## config.mk

```make
export PLATFORM = sky130hd
export DESIGN_NAME = rst_clk_ctrl_flat
export DESIGN_NICKNAME = d
export VERILOG_FILES = /design/src/rtl/rst_clk_ctrl_if.sv /design/src/rtl/rst_clk_ctrl.sv /design/src/flat_wrapper.sv
export SDC_FILE = /design/constraint.sdc
export NUM_CORES = 1
export LEC_CHECK = 0
export CORE_ASPECT_RATIO = 1.75
export CORE_UTILIZATION = 53
export DETAILED_ROUTE_END_ITERATION = 10
export GPL_TIMING_DRIVEN = 0
export PLACE_DENSITY = 0.78
export SETUP_SLACK_MARGIN = 0.3
export SLEW_MARGIN = 20
export SYNTH_ARGS = -nofsm -noshare
export SYNTH_HDL_FRONTEND = slang
export SYNTH_SLANG_ARGS = --single-unit
```

## constraint.sdc

```tcl
create_clock -name clk -period 2.4 [get_ports clk]
set_clock_uncertainty 0.05 [all_clocks]
set_input_delay 0.48 -clock clk [delete_from_list [all_inputs] [get_ports clk]]
set_output_delay 0.48 -clock clk [all_outputs]
set_load 0.05 [all_outputs]
```

## src/rtl/rst_clk_ctrl_if.sv

```systemverilog
// Signal bundle between the reset/clock-enable sequencer and its surroundings.
// The master side is the sequencer; the slave side supplies lock/button and observes the CPU controls.
interface rst_clk_ctrl_if;
  logic       clk_lock;
  logic       btn_rst;
  logic       cpu_rst_n;
  logic       cpu_clk_en;
  logic [1:0] rst_cause;
  logic [1:0] state_o;

  modport master (
    input  clk_lock,
    input  btn_rst,
    output cpu_rst_n,
    output cpu_clk_en,
    output rst_cause,
    output state_o
  );

  modport slave (
    output clk_lock,
    output btn_rst,
    input  cpu_rst_n,
    input  cpu_clk_en,
    input  rst_cause,
    input  state_o
  );
endinterface

```

## src/rtl/rst_clk_ctrl.sv

```systemverilog
// Reset/clock-enable sequencer: synchronizes PLL lock and the reset button, debounces the button,
// and walks the CPU through WAIT_LOCK -> STABLE -> HOLD -> RUN with a registered reset and clock enable.
module rst_clk_ctrl #(
  parameter int DEBOUNCE_CYCLES    = 50000,
  parameter int LOCK_STABLE_CYCLES = 256,
  parameter int RST_HOLD_CYCLES    = 16
) (
  input  logic           clk,
  input  logic           rst,
  rst_clk_ctrl_if.master bus
);

  localparam int MAX_LS = (LOCK_STABLE_CYCLES > RST_HOLD_CYCLES) ? LOCK_STABLE_CYCLES : RST_HOLD_CYCLES;
  localparam int MAX_CYCLES = (DEBOUNCE_CYCLES > MAX_LS) ? DEBOUNCE_CYCLES : MAX_LS;
  localparam int CW = $clog2(MAX_CYCLES);

  localparam logic [CW-1:0] DB_LAST   = CW'(DEBOUNCE_CYCLES - 1);
  localparam logic [CW-1:0] LOCK_LAST = CW'(LOCK_STABLE_CYCLES - 1);
  localparam logic [CW-1:0] HOLD_LAST = CW'(RST_HOLD_CYCLES - 1);

  localparam logic [1:0] CAUSE_POR  = 2'b00;
  localparam logic [1:0] CAUSE_LOCK = 2'b01;
  localparam logic [1:0] CAUSE_BTN  = 2'b10;

  typedef enum logic [1:0] {
    WAIT_LOCK = 2'd0,
    STABLE    = 2'd1,
    HOLD      = 2'd2,
    RUN       = 2'd3
  } state_e;

  logic          lock_meta_q, lock_meta_d;
  logic          lock_s_q,    lock_s_d;
  logic          btn_meta_q,  btn_meta_d;
  logic          btn_s_q,     btn_s_d;
  logic          btn_db_q,    btn_db_d;
  logic [CW-1:0] cnt_db_q,    cnt_db_d;
  logic [CW-1:0] cnt_q,       cnt_d;
  state_e        state_q,     state_d;
  logic [1:0]    cause_q,     cause_d;
  logic          cpu_rst_n_q, cpu_rst_n_d;
  logic          cpu_clk_en_q, cpu_clk_en_d;

  // Synchronizer shift and debounce: btn_db only follows btn_s after a full run of mismatches.
  always_comb begin
    lock_meta_d = bus.clk_lock;
    lock_s_d    = lock_meta_q;
    btn_meta_d  = bus.btn_rst;
    btn_s_d     = btn_meta_q;
    btn_db_d    = btn_db_q;
    cnt_db_d    = '0;
    if (btn_s_q != btn_db_q) begin
      if (cnt_db_q == DB_LAST) begin
        btn_db_d = btn_s_q;
        cnt_db_d = '0;
      end else begin
        cnt_db_d = cnt_db_q + 1'b1;
      end
    end else begin
      cnt_db_d = '0;
    end
  end

  // Sequencer next state; lock loss outranks the button in every state.
  always_comb begin
    state_d      = state_q;
    cnt_d        = cnt_q;
    cause_d      = cause_q;
    cpu_rst_n_d  = 1'b0;
    cpu_clk_en_d = 1'b0;
    case (state_q)
      WAIT_LOCK: begin
        cnt_d = '0;
        if (lock_s_q) begin
          state_d = STABLE;
        end else begin
          state_d = WAIT_LOCK;
        end
      end
      STABLE: begin
        if (!lock_s_q) begin
          state_d = WAIT_LOCK;
          cnt_d   = '0;
        end else if (cnt_q == LOCK_LAST) begin
          state_d = HOLD;
          cnt_d   = '0;
        end else begin
          cnt_d = cnt_q + 1'b1;
        end
      end
      HOLD: begin
        if (!lock_s_q) begin
          state_d = WAIT_LOCK;
          cnt_d   = '0;
        end else if (btn_db_q) begin
          cnt_d = '0;
        end else if (cnt_q == HOLD_LAST) begin
          state_d = RUN;
          cnt_d   = '0;
        end else begin
          cnt_d = cnt_q + 1'b1;
        end
      end
      RUN: begin
        if (!lock_s_q) begin
          state_d = WAIT_LOCK;
          cnt_d   = '0;
          cause_d = CAUSE_LOCK;
        end else if (btn_db_q) begin
          state_d = HOLD;
          cnt_d   = '0;
          cause_d = CAUSE_BTN;
        end else begin
          state_d = RUN;
        end
      end
      default: begin
        state_d = WAIT_LOCK;
        cnt_d   = '0;
      end
    endcase
    // Outputs decode the next state so they switch on the same edge as state_o.
    cpu_rst_n_d  = (state_d == RUN);
    cpu_clk_en_d = (state_d == HOLD) || (state_d == RUN);
  end

  // State, counter and output registers with synchronous reset.
  always_ff @(posedge clk) begin
    if (rst) begin
      lock_meta_q  <= 1'b0;
      lock_s_q     <= 1'b0;
      btn_meta_q   <= 1'b0;
      btn_s_q      <= 1'b0;
      btn_db_q     <= 1'b0;
      cnt_db_q     <= '0;
      cnt_q        <= '0;
      state_q      <= WAIT_LOCK;
      cause_q      <= CAUSE_POR;
      cpu_rst_n_q  <= 1'b0;
      cpu_clk_en_q <= 1'b0;
    end else begin
      lock_meta_q  <= lock_meta_d;
      lock_s_q     <= lock_s_d;
      btn_meta_q   <= btn_meta_d;
      btn_s_q      <= btn_s_d;
      btn_db_q     <= btn_db_d;
      cnt_db_q     <= cnt_db_d;
      cnt_q        <= cnt_d;
      state_q      <= state_d;
      cause_q      <= cause_d;
      cpu_rst_n_q  <= cpu_rst_n_d;
      cpu_clk_en_q <= cpu_clk_en_d;
    end
  end

  assign bus.cpu_rst_n  = cpu_rst_n_q;
  assign bus.cpu_clk_en = cpu_clk_en_q;
  assign bus.rst_cause  = cause_q;
  assign bus.state_o    = state_q;

endmodule
```

## src/flat_wrapper.sv

```systemverilog
// flat-port wrapper written by rule: the top's interface ports become plain ports
module rst_clk_ctrl_flat 
#(
  parameter int DEBOUNCE_CYCLES    = 50000,
  parameter int LOCK_STABLE_CYCLES = 256,
  parameter int RST_HOLD_CYCLES    = 16
)
  (clk, rst, bus_clk_lock, bus_btn_rst, bus_cpu_rst_n, bus_cpu_clk_en, bus_rst_cause, bus_state_o);
  rst_clk_ctrl_if bus_i ();
  input  logic clk;
  input  logic rst;
  input wire logic [$bits(bus_i.clk_lock)-1:0] bus_clk_lock;
  input wire logic [$bits(bus_i.btn_rst)-1:0] bus_btn_rst;
  output wire logic [$bits(bus_i.cpu_rst_n)-1:0] bus_cpu_rst_n;
  output wire logic [$bits(bus_i.cpu_clk_en)-1:0] bus_cpu_clk_en;
  output wire logic [$bits(bus_i.rst_cause)-1:0] bus_rst_cause;
  output wire logic [$bits(bus_i.state_o)-1:0] bus_state_o;
  assign bus_i.clk_lock = bus_clk_lock;
  assign bus_i.btn_rst = bus_btn_rst;
  assign bus_cpu_rst_n = bus_i.cpu_rst_n;
  assign bus_cpu_clk_en = bus_i.cpu_clk_en;
  assign bus_rst_cause = bus_i.rst_cause;
  assign bus_state_o = bus_i.state_o;
  rst_clk_ctrl #(.DEBOUNCE_CYCLES(DEBOUNCE_CYCLES), .LOCK_STABLE_CYCLES(LOCK_STABLE_CYCLES), .RST_HOLD_CYCLES(RST_HOLD_CYCLES)) u_core (.clk(clk), .rst(rst), .bus(bus_i));
endmodule
```

==> reports/results.ini <==
[finish]
final_common_cell=dfxtp_1
fin_nets=264
drive_gt1_frac=0.161
final_cell_mix=35 x dfxtp_1, 28 x nor2_1, 14 x nand2_1
area_growth_pct=17.6
antenna_cells=0
n_fill_cell=314
postLayoutCellArea_um2=2430

[timing]
rsz0062_at_grt=false
hold_viol=0
period_minus_slack_ps=2100
whs_ps=398
slew_violations=0
slew_headroom=0.498
layout_setup_ws_ps=298
setup_tns_ps=0
fmax_mhz=476
worstMarginPinSlew_ps=734
setup_viol=0
fin_crit_sh=0.876

[setup_path]
required_ps=2540
startpoint_type=flop
cp_cell_sequence=nor4_4 -> nand4_1 -> a32oi_2 -> buf_4 -> buf_4 -> nor4bb_1 -> or3_1
cp_slowest_cell=dfxtp_4
cp_max_fo=5
path_delay_family=simple AND/OR/NAND/NOR gates
crit_type=reg -> reg
cp-end-kind=flop
crit_path_frequent_cell=buf_4
crit_arrival_ps=2240
worst-path-buf-inv=2
max_stage_delay_ps=370

[floorplanning]
start_util=0.563
pin_count=10
die_y_um=84.6
rows=29
core-area_um2=3660
die_w_um=49.2
dieArea_um2=4160

[drt]
wl_per_cell_um=13.7
drt-vias-per-instance=5.79
num_vias=1743
wirelength_um=4110
drc=0
drt-pass1-iter-count=4
ant_nets=0
drt-initial-drc-count=41

[global_route]
grt_pass1_vias=1548
overflow=0
grt_pass1_wl_um=6460
grt_max_degree=16
antenna_found_initial=0
track_usage=0.201

[yosys]
syn_inst=230
synthFlopType=dfxtp_1
synth_area_um2=2060
ys_ff_latch=43
synthArstFlopShare=0
syn_area_per_cell_um2=8.98
synth-seq-area-share=0.417
synth-edff-count=0
yosys_warnings=0
ys_types=49
synth_nets=240

[clock_network]
path_clk_slew_ps=90
cts_htree_levels=2
worstSkewPairLatency_ps=300
holdBufCountCts=0
cts_tree=built
clock-sinks=43
cts-root-buf=clkbuf_8
cts_inserted_buffers=5
clockBufferDepth=2

[outcome]
status=finished, final reports clean

[min_path]
holdCritPathClass=reg -> reg

[placement]
dp_hpwl_um=2800
gp_congestion=0.811
portBuffers=9
post-place-ws_ps=230
dpl-instance-area_um2=2210

[power_and_ir_drop]
p_leak_nw=0.879
powerDensity_nw_per_um2=500
vdd_ir_drop_max_uv=444

[flow_run]
max_cap_viol_count=0

-- synth_stat cells, types with 6 or more instances --
cell type | n | area [um2]
xor2_1 | 11 | 96.3
nand4_1 | 8 | 50.1
and3_1 | 10 | 62.6
nor3_1 | 6 | 30.0
and4_1 | 6 | 52.6
nor2b_1 | 6 | 37.5
ha_1 | 6 | 75.1
dfxtp_1 | 43 | 861
nand2_1 | 14 | 52.6
xnor2_1 | 6 | 52.6
nand3_1 | 12 | 60.1
nor2_1 | 28 | 105
clkbuf_1 | 6 | 22.5
-- cells by family (layout without fill, tap and decap cells) --
family                     after synthesis  in the layout  synth area share
AOI/OAI and AO/OA                       31             31             0.116
adders and majority gates                6              6            0.0364
xor gates and xnor gates                17             17            0.0721
and+or+nand+nor                        114            114             0.309
muxes                                    2              2            0.0103
buffers and inverters                   17             42            0.0388
DFF                                     43             43             0.417
-- per-layer routing --
layer / share of wire / GRT usage
met1: 0.42 / 0.208
met2: 0.54 / 0.374
met5: 0 / 0
met3: 0.029 / 0.0435
met4: 0.020 / 0.0882
-- cell type report --
type	instances	area [um2]	share of cell area
Clock inverter	3	23.8	0.00979
Clock buffer	5	68.8	0.0283
Tap cell	46	57.6	0.0237
Inverter	6	22.5	0.00927
Buffer	11	68.8	0.0283
Multi-Input combinational cell	170	1160	0.479
Sequential cell	43	876	0.361
Timing Repair Buffer	17	148	0.0608
-- final timing paths --
kind | startpoint | end | slack (ps) | depth (start not counted)
setup / recovery | u_core.cnt_q[14]$_SDFFE_PP0P_ | u_core.cnt_q[14]$_SDFFE_PP0P_ | 300 | 7
hold / removal | u_core.btn_meta_q$_SDFF_PP0_ | u_core.btn_s_q$_SDFF_PP0_ | 400 | 1
setup reg to reg | u_core.cnt_q[14]$_SDFFE_PP0P_ | u_core.cnt_q[14]$_SDFFE_PP0P_ | 300 | 7
hold reg to reg | u_core.btn_meta_q$_SDFF_PP0_ | u_core.btn_s_q$_SDFF_PP0_ | 400 | 1
-- through the flow --
step           power [mW]  std cells   util
3_5_place_dp        0.758        285  0.604
2_1_floorplan       0.748        230      -
3_3_place_gp        0.758        285  0.604
4_1_cts              1.23        294  0.633
5_1_grt              1.26        301  0.663
6_report             1.21        301  0.663
-- state kept, by name (all words and copies together) (netlist names) --
register / cells
u_core.cnt_db_q: 16
u_core.btn_meta_q: 1
u_core.cnt_q: 16
u_core.bus.cpu_rst_n: 1
u_core.lock_meta_q: 1
u_core.btn_s_q: 1
u_core.bus.state_o: 2
u_core.bus.rst_cause: 2
u_core.lock_s_q: 1
u_core.btn_db_q: 1
u_core.bus.cpu_clk_en: 1
-- power breakdown --
group	leakage (nW)	internal (mW)	total (mW)	switching, mW
sequential	0.352	0.715	0.717	0.00276
combinational	0.486	0.0103	0.0217	0.0114
clock	0.0408	0.208	0.476	0.268
total	0.879	0.933	1.22	0.282
-- repair_timing --
action / in CTS / in global routing
endpoints found under the setup margin: 20 / 27
resized for setup: 3 / 20
pin swaps: 1 / 4
cloned: 0 / 1
setup buffers: 1 / 6
Note: power is estimated with default switching activity, not from simulation.
